===== config.mk =====
export PLATFORM = sky130hd
export DESIGN_NAME = branch_unit_flat
export DESIGN_NICKNAME = d
export VERILOG_FILES = /design/src/rtl/branch_pkg.sv /design/src/rtl/branch_unit_if.sv /design/src/rtl/branch_ras.sv /design/src/rtl/branch_unit.sv /design/src/flat_wrapper.sv
export SDC_FILE = /design/constraint.sdc
export NUM_CORES = 1
export LEC_CHECK = 0
export ABC_AREA = 1
export CAP_MARGIN = 20
export CORE_MARGIN = 2
export CORE_UTILIZATION = 55
export CTS_CLUSTER_DIAMETER = 60
export CTS_CLUSTER_SIZE = 40
export DETAILED_ROUTE_END_ITERATION = 8
export PLACE_DENSITY = 0.86
export SKIP_CTS_REPAIR_TIMING = 1
export SYNTH_ARGS = -nofsm -noshare
export SYNTH_HDL_FRONTEND = slang
export SYNTH_SLANG_ARGS = --single-unit

===== constraint.sdc =====
create_clock -name clk -period 3.7 [get_ports clk]
set_clock_uncertainty 0.15 [all_clocks]
set_input_delay 1.11 -clock clk [delete_from_list [all_inputs] [get_ports clk]]
set_output_delay 1.11 -clock clk [all_outputs]
set_load 0.02 [all_outputs]

===== src/rtl/branch_pkg.sv =====
// Shared control-transfer encodings for the branch resolver.
package branch_pkg;
    localparam int BR_TYPE_W = 3;

    localparam logic [BR_TYPE_W-1:0] BR_JMP  = 3'b000;
    localparam logic [BR_TYPE_W-1:0] BR_BEQ  = 3'b001;
    localparam logic [BR_TYPE_W-1:0] BR_BNE  = 3'b010;
    localparam logic [BR_TYPE_W-1:0] BR_BLT  = 3'b011;
    localparam logic [BR_TYPE_W-1:0] BR_CALL = 3'b100;
    localparam logic [BR_TYPE_W-1:0] BR_RET  = 3'b101;
endpackage


===== src/rtl/branch_unit_if.sv =====
// EX-stage request bundle and PC redirect / squash outputs.
interface branch_unit_if #(
    parameter int ADDR_W = 11,
    parameter int DATA_W = 16
);
    import branch_pkg::*;

    logic                 br_req;
    logic [BR_TYPE_W-1:0] br_type;
    logic [ADDR_W-1:0]    pc_in;
    logic [ADDR_W-1:0]    target;
    logic [DATA_W-1:0]    op_a;
    logic [DATA_W-1:0]    op_b;
    logic                 branch_valid;
    logic [ADDR_W-1:0]    branch_address;
    logic                 flush;
    logic                 ras_err;

    modport master (
        input  br_req, br_type, pc_in, target, op_a, op_b,
        output branch_valid, branch_address, flush, ras_err
    );

    modport slave (
        output br_req, br_type, pc_in, target, op_a, op_b,
        input  branch_valid, branch_address, flush, ras_err
    );
endinterface


===== src/rtl/branch_ras.sv =====
// Circular return-address stack; when full, a push overwrites the oldest entry.
module branch_ras #(
    parameter int ADDR_W = 11,
    parameter int DEPTH  = 4
) (
    input  logic              clk,
    input  logic              reset,
    input  logic              push,
    input  logic              pop,
    input  logic [ADDR_W-1:0] data,
    output logic [ADDR_W-1:0] top,
    output logic              empty,
    output logic              full
);
    localparam int PW = $clog2(DEPTH);
    localparam int CW = PW + 1;

    logic [ADDR_W-1:0] mem [DEPTH];
    logic [PW-1:0]     ptr;
    logic [CW-1:0]     cnt;

    assign empty = (cnt == '0);
    assign full  = (cnt == CW'(DEPTH));
    assign top   = mem[ptr - PW'(1)];

    always_ff @(posedge clk or posedge reset) begin
        if (reset) begin
            ptr <= '0;
            cnt <= '0;
        end else if (push) begin
            ptr <= ptr + PW'(1);
            if (!full)
                cnt <= cnt + CW'(1);
        end else if (pop && !empty) begin
            ptr <= ptr - PW'(1);
            cnt <= cnt - CW'(1);
        end
    end

    // Storage is deliberately left unreset.
    always_ff @(posedge clk) begin
        if (push)
            mem[ptr] <= data;
    end
endmodule


===== src/rtl/branch_unit.sv =====
// EX-stage control-transfer resolver: registered PC redirect, flush window, RAS.
module branch_unit
    import branch_pkg::*;
#(
    parameter int ADDR_W       = 11,
    parameter int DATA_W       = 16,
    parameter int RAS_DEPTH    = 4,
    parameter int FLUSH_CYCLES = 2
) (
    input logic           clk,
    input logic           reset,
    branch_unit_if.master bus
);
    localparam int FW = $clog2(FLUSH_CYCLES + 1);

    logic [FW-1:0]     flush_cnt;
    logic              accept;
    logic              taken;
    logic [ADDR_W-1:0] next_addr;
    logic              push;
    logic              pop;
    logic              ras_empty;
    logic              ras_full;
    logic [ADDR_W-1:0] ras_top;
    logic              valid_q;
    logic [ADDR_W-1:0] addr_q;
    logic              err_q;

    logic signed [DATA_W-1:0] a_s;
    logic signed [DATA_W-1:0] b_s;

    assign a_s    = bus.op_a;
    assign b_s    = bus.op_b;
    assign accept = bus.br_req && (flush_cnt == '0);
    assign push   = accept && (bus.br_type == BR_CALL);
    assign pop    = accept && (bus.br_type == BR_RET);

    always_comb begin
        taken     = 1'b0;
        next_addr = bus.target;
        case (bus.br_type)
            BR_JMP, BR_CALL: taken = 1'b1;
            BR_BEQ:          taken = (bus.op_a == bus.op_b);
            BR_BNE:          taken = (bus.op_a != bus.op_b);
            BR_BLT:          taken = (a_s < b_s);
            BR_RET: begin
                taken     = 1'b1;
                next_addr = ras_empty ? '0 : ras_top;
            end
            default:         taken = 1'b0;
        endcase
    end

    branch_ras #(
        .ADDR_W (ADDR_W),
        .DEPTH  (RAS_DEPTH)
    ) u_ras (
        .clk   (clk),
        .reset (reset),
        .push  (push),
        .pop   (pop),
        .data  (bus.pc_in + ADDR_W'(1)),
        .top   (ras_top),
        .empty (ras_empty),
        .full  (ras_full)
    );

    always_ff @(posedge clk or posedge reset) begin
        if (reset) begin
            valid_q   <= 1'b0;
            addr_q    <= '0;
            err_q     <= 1'b0;
            flush_cnt <= '0;
        end else begin
            valid_q <= accept && taken;
            if (accept && taken) begin
                addr_q    <= next_addr;
                flush_cnt <= FW'(FLUSH_CYCLES);
            end else if (flush_cnt != '0) begin
                flush_cnt <= flush_cnt - FW'(1);
            end
            if ((push && ras_full) || (pop && ras_empty))
                err_q <= 1'b1;
        end
    end

    assign bus.branch_valid   = valid_q;
    assign bus.branch_address = addr_q;
    assign bus.flush          = (flush_cnt != '0);
    assign bus.ras_err        = err_q;
endmodule


===== src/flat_wrapper.sv =====
// flat-port wrapper written by rule: the top's interface ports become plain ports
module branch_unit_flat import branch_pkg::*;
#(
    parameter int ADDR_W       = 11,
    parameter int DATA_W       = 16,
    parameter int RAS_DEPTH    = 4,
    parameter int FLUSH_CYCLES = 2
)
  (clk, reset, bus_br_req, bus_br_type, bus_pc_in, bus_target, bus_op_a, bus_op_b, bus_branch_valid, bus_branch_address, bus_flush, bus_ras_err);
  branch_unit_if #(.ADDR_W(ADDR_W), .DATA_W(DATA_W)) bus_i ();
  input logic clk;
  input logic reset;
  input wire logic [$bits(bus_i.br_req)-1:0] bus_br_req;
  input wire logic [$bits(bus_i.br_type)-1:0] bus_br_type;
  input wire logic [$bits(bus_i.pc_in)-1:0] bus_pc_in;
  input wire logic [$bits(bus_i.target)-1:0] bus_target;
  input wire logic [$bits(bus_i.op_a)-1:0] bus_op_a;
  input wire logic [$bits(bus_i.op_b)-1:0] bus_op_b;
  output wire logic [$bits(bus_i.branch_valid)-1:0] bus_branch_valid;
  output wire logic [$bits(bus_i.branch_address)-1:0] bus_branch_address;
  output wire logic [$bits(bus_i.flush)-1:0] bus_flush;
  output wire logic [$bits(bus_i.ras_err)-1:0] bus_ras_err;
  assign bus_i.br_req = bus_br_req;
  assign bus_i.br_type = bus_br_type;
  assign bus_i.pc_in = bus_pc_in;
  assign bus_i.target = bus_target;
  assign bus_i.op_a = bus_op_a;
  assign bus_i.op_b = bus_op_b;
  assign bus_branch_valid = bus_i.branch_valid;
  assign bus_branch_address = bus_i.branch_address;
  assign bus_flush = bus_i.flush;
  assign bus_ras_err = bus_i.ras_err;
  branch_unit #(.ADDR_W(ADDR_W), .DATA_W(DATA_W), .RAS_DEPTH(RAS_DEPTH), .FLUSH_CYCLES(FLUSH_CYCLES)) u_core (.clk(clk), .reset(reset), .bus(bus_i));
endmodule

---- Word level (Yosys, flattened, before mapping) ----
Memories as Yosys holds them, arrays and structs flattened.
Cells that the tools add are included.
cells by class
  add/sub/neg operators ................... 6
  order comparisons ....................... 1
  eq/ne operators ......................... 9
  multiplexer cells ....................... 12
  reductions and logical operators ........ 17
operators with widths
  operator                 number
  $mux W11                 2
  $eq A16 B16 Y1           1
  $lt A16 B16 Y1           1
  $ne A16 B16 Y1           1
  $add A11 B1 Y11 const B  1
  $eq A3 B3 Y1 const B     3
  $mux W3                  3
  $mux W2                  4
  $logic_and A1 B1 Y1      7
  $eq A3 B2 Y1 const B     2
  $logic_not A3 Y1         2
  $reduce_bool A2 Y1       3
  $pmux W1 S4              1
  $sub A2 B1 Y2 const B    2
  $add A3 B1 Y3 const B    1
  $eq A3 B1 Y1 const B     1
  $reduce_or A3 Y1         1
  $sub A3 B1 Y3 const B    1
  $add A2 B1 Y2 const B    1
  $logic_not A2 Y1         1
  $mux W1                  2
  $ne A2 B2 Y1 const B     1
  $reduce_and A2 Y1        1
  $logic_not A1 Y1         1
  $logic_or A1 B1 Y1       1
word-level totals
  bits in registers ....................... 20
  memory bits (writable) .................. 44
  input port bits ......................... 60
  output and inout port bits .............. 14
  memories kept ........................... 1
memory list
  name              words  bits a word  rd ports  clocked after memory_dff  write ports  line              text
  u_core.u_ras.mem  4      11           1         0                         1            branch_ras.sv:18  logic [ADDR_W-1:0] mem [DEPTH];

---- Depth between registers and ports, before layout ----
  depth after elaboration ................. 6
  mapped depth ............................ 18

---- Cells and area by module ----
Synthesis repeated with hierarchy kept, for this count alone.
unflattened totals
  cells, all modules ...................... 367
  area, all modules ....................... 3474.6 um2
modules (own cells, without submodules)
  module       instances  cells each  area an instance (um2)
  branch_ras   1          162         2024.4
  branch_unit  1          205         1450.1

---- Worst setup path after synthesis ----
No wires, ideal clock.
  path type ............................... input to register
  start ................................... input bus_op_b[15]
  end ..................................... register u_core.addr_q[5], in the netlist u_core.bus.branch_address[5]
  setup time .............................. 123 ps
  data arrival time ....................... 2393 ps
  required time ........................... 3427 ps
  slack ................................... 1034 ps
  stages .................................. 13
  cells stage by stage .................... inv_1 > ha_1 > a21oi_1 > o21ai_0 > a21oi_1 > nand2_1 > nand2_1 > nand3_1 > nand2_2 > nand2_4 > buf_6 > nand2_1 > o21ai_2
between the ends
  cells in the longest elaborated chain, start to end .. 3
  elaborated cells on any way between the ends .. 5
  classes of those cells .................. order compare: 1; eq/ne: 2; mux: 1; reduce/logical: 1
ends and longest elaborated chain
  element                                 line                text
  start, declared                         flat_wrapper.sv:18  input wire logic [$bits(bus_i.op_b)-1:0] bus_op_b;
  $lt A16 B16 Y1 (tied with other cells)  branch_unit.sv:45   BR_BLT: taken = (a_s < b_s);
  $pmux W1 S4 *                           branch_unit.sv:41   case (bus.br_type)
  $logic_and A1 B1 Y1 *                   branch_unit.sv:76   if (accept && taken) begin
  end signal, assigned                    branch_unit.sv:77   addr_q <= next_addr;
  end, declared                           branch_unit.sv:26   logic [ADDR_W-1:0] addr_q;
Mark *: on every way between the ends. The rest lies on a longest branch, timed or not.
A chain may end at the register's enable or synchronous reset.

---- Final worst setup path ----
  start ................................... input bus_op_b[15]
  end ..................................... register u_core.flush_cnt[1]
between the ends
  cells in the longest elaborated chain, start to end .. 4
  elaborated cells on any way between the ends .. 7
  classes of those cells .................. order compare: 1; eq/ne: 2; mux: 2; reduce/logical: 2
ends and longest elaborated chain
  element                                               line               text
  $lt A16 B16 Y1 (tied with other cells)                branch_unit.sv:45
  $pmux W1 S4 *                                         branch_unit.sv:41
  $logic_and A1 B1 Y1 *                                 branch_unit.sv:76
  $mux W2 / $reduce_bool A2 Y1 (equally long branches)  -
  end signal, assigned                                  branch_unit.sv:78  flush_cnt <= FW'(FLUSH_CYCLES);
  end signal, assigned                                  branch_unit.sv:80  flush_cnt <= flush_cnt - FW'(1);
  end, declared                                         branch_unit.sv:16  logic [FW-1:0] flush_cnt;
Marks and branches as above.

==> out/qor.csv <==
stage,metric,value,unit
worst_setup_path,critPathArrivalTime,3050,ps
worst_setup_path,crit_path_end_kind,register,
logic_synthesis,ys_warn_count,0,
timing,hold_violations,0,
power_and_ir_drop,seq_power_share,0.356,
clocking,cts-htree-levels,3,
floorplanning,initial_core_util,0.566,
floorplanning,io_pins,74,
grt,grt_overflow_total,0,
floorplanning,die_h,82.1,µm
finish,final_net_count,492,
grt,track_usage,0.221,
grt,grt_pass1_vias,2442,
logic_synthesis,post_synth.cell_area_avg,10.2,µm²
flow_run,cap_viol_max_count,0,
timing,worst_pin_slew,738,ps
worst_setup_path,crit_path_cell_trace,clkdlybuf4s50_1 > inv_1 > ha_1 > a21oi_1 > o21ai_0 > a21oi_1 > nand3_1 > nand3_1 > nand2_2 > nand2_4 > nand2_1 > nand2_1 > nand2_1,
logic_synthesis,netlist_area,3350,µm²
clocking,cts_made_buffers,9,
clocking,clkTransAtPathRegs,70,ps
worst_setup_path,worst-path-buf-inv,2,
floorplanning,die_w,82.1,µm
power_and_ir_drop,comb_power_share,0.395,
power_and_ir_drop,p_switching,0.000954,W
placement,hpwl,4780,µm
power_and_ir_drop,leakagePower,1.87,nW
worst_setup_path,cpMostUsedCell,nand2_1,
logic_synthesis,yosysUniqueCellTypes,37,
logic_synthesis,synth_top_cell_by_area,edfxtp_1,
logic_synthesis,synth_enable_flop_cells,44,
timing,post-route-period-util,0.802,
worst_setup_path,cp_slowest_cell,clkdlybuf4s50_1,
worst_setup_path,critPathMaxFanout,26,
finish,nFillCells,400,
timing,tns,0,ps
power_and_ir_drop,max-vdd-ir-drop,382,µV
grt,antenna_found_initial,0,
logic_synthesis,syn_inst,327,
finish,layout_commonest_cell,clkdlybuf4s50_1,
power_and_ir_drop,p_int,0.00171,W
timing,slew_headroom,0.507,
logic_synthesis,yosysTopAreaCellShare,0.394,
routing,ant_nets,0,
logic_synthesis,ys.flop_type,edfxtp_1,
routing,dr.pass1.iters,5,
hold_path,hold_path_class,register to register,
finish,final_util,0.745,
logic_synthesis,synth_area_leaders,"edfxtp_1 (39%), dfrtp_1 (15%), ha_1 (8.2%), inv_1 (4.9%), nand2_1 (4.6%)",
worst_setup_path,slowest_delay,450,ps
routing,routedWlPerCell,13.7,µm
outcome,status,completed,
timing,fmaxAchievable,337,MHz
logic_synthesis,async_flop_share,0.313,
power_and_ir_drop,p_clk_frac,0.249,
finish,n_antenna_cell,0,
timing,setup_viol,0,
timing,layout_min_cycle_time,2970,ps
timing,rsz0062_at_grt,no,
clocking,cts.sinks,64,
routing,drt-initial-drc-count,143,
placement,portBuffers,73,
logic_synthesis,yosysSeqAreaShare,0.544,
routing,wl,6710,µm
worst_setup_path,cp-start-kind,primary input,
worst_setup_path,worstSetupPathType,primary input to register,
power_and_ir_drop,p_per_area,604,nW/µm²
clocking,cts_root_buf,clkbuf_8,
routing,vias_per_cell,5.14,
routing,drc_errors,0,
finish,syn_to_final_growth,31.6,%
grt,grt_first_pass_wirelength,10800,µm
logic_synthesis,synth_nets,410,
routing,vias,2512,
floorplanning,die-area,6730,µm²
power_and_ir_drop,netSwitchingFraction,0.358,
finish,final_cell_mix,"clkdlybuf4s50_1 (73), inv_1 (44), edfxtp_1 (44)",
worst_setup_path,cp_top_family,simple AND/OR/NAND/NOR gates,
clocking,cts_tree,yes,
clocking,clock_path_buffers,2,
worst_setup_path,required,3780,ps
logic_synthesis,synth-seq-cells,64,
placement,place_congestion,0.803,
finish,drive_above_1_share,0.101,
floorplanning,row_count,28,
floorplanning,coreArea,5920,µm²
grt,grt_max_degree,27,
clocking,clk_latency,330,ps
timing,slew_violations,0,
==> through the flow <==
step	power, W	hold WS (ps)	instances	worst slack [ps]	area, µm²
after floorplan	0.00162	319	327	1030	3350
after global placement	0.00197	315	473	488	4180
after detailed placement	0.00201	318	473	392	4180
after CTS	0.00268	335	489	733	4410
after global routing	0.00284	349	489	560	4410
final	0.00266	329	489	732	4410
==> power by group through the flow <==
stage	clock network (W)	registers, W	logic [W]
CTS	0.000678	0.000948	0.00105
global route	0.000706	0.000962	0.00117
global placement	0	0.000960	0.00101
floorplan	0	0.00104	0.000586
finish	0.000663	0.000948	0.00105
detailed placement	0	0.000962	0.00105
==> synthesized netlist by cell type, drive strengths merged, types with 2 or more instances <==
library cell	number
o22ai	11
ha	22
nand2	44
dfrtp	20
nand3	13
clkbuf	6
nand4	2
edfxtp	44
nor3	5
xnor2	3
a21oi	7
o21ai	34
buf	4
xor2	9
inv	46
a22oi	11
nor2	38
==> final timing paths <==
kind	slack, ps	startpoint	endpoint	depth (start not counted)
max	730	bus_op_b[15]	u_core.flush_cnt[1]	13
min	330	u_core.bus.ras_err	u_core.bus.ras_err	1
max reg2reg	1410	u_core.flush_cnt[0]	u_core.u_ras.cnt[2]	9
max in group asynchronous	1890	reset	u_core.bus.branch_address[8]	2
min reg2reg	330	u_core.bus.ras_err	u_core.bus.ras_err	1
min in group asynchronous	1050	reset	u_core.flush_cnt[0]	2
==> state kept, by name, summed over array words and instances (netlist names) <==
| name | cells |
|---|---|
| u_core.bus.branch_address | 11 |
| u_core.bus.branch_valid | 1 |
| u_core.bus.ras_err | 1 |
| u_core.flush_cnt | 2 |
| u_core.u_ras.cnt | 3 |
| u_core.u_ras.mem | 44 |
| u_core.u_ras.ptr | 2 |
==> layer usage <==
metal,vias up,share of wire,global-route usage,routed length (µm)
li1,1288,-,-,-
met3,6,0.084,0.0516,562
met5,-,0,0,0
met1,1135,0.41,0.267,2760
met4,0,0.014,0.123,92
met2,83,0.49,0.363,3290
==> kinds of logic after synthesis <==
group	synth area share
xor gates and xnor gates	0.0314
DFF	0.544
adders and majority gates	0.0881
AOI/OAI and AO/OA	0.118
and+or+nand+nor	0.145
muxes	0.00448
buffers and inverters	0.0691
==> final cells by class <==
class                   count  area [µm²]  area share
clock inverters             7         103      0.0233
multi-input cells         206        1300       0.294
well taps                  75        93.8      0.0213
repair buffers             81         791       0.179
flip-flops and latches     64        1820       0.413
inverters                  47         178      0.0403
clock buffers               9         124      0.0281
==> worst reg2reg max path: cells and delay by family, from the launching register on <==
family / cells / cell delay [ps]
adders and majority gates: 2 / 670
DFF: 1 / 380
xor gates and xnor gates: 1 / 140
and+or+nand+nor: 4 / 680
buffers and inverters: 2 / 190
No activity file was read; power rests on OpenSTA's default activity.
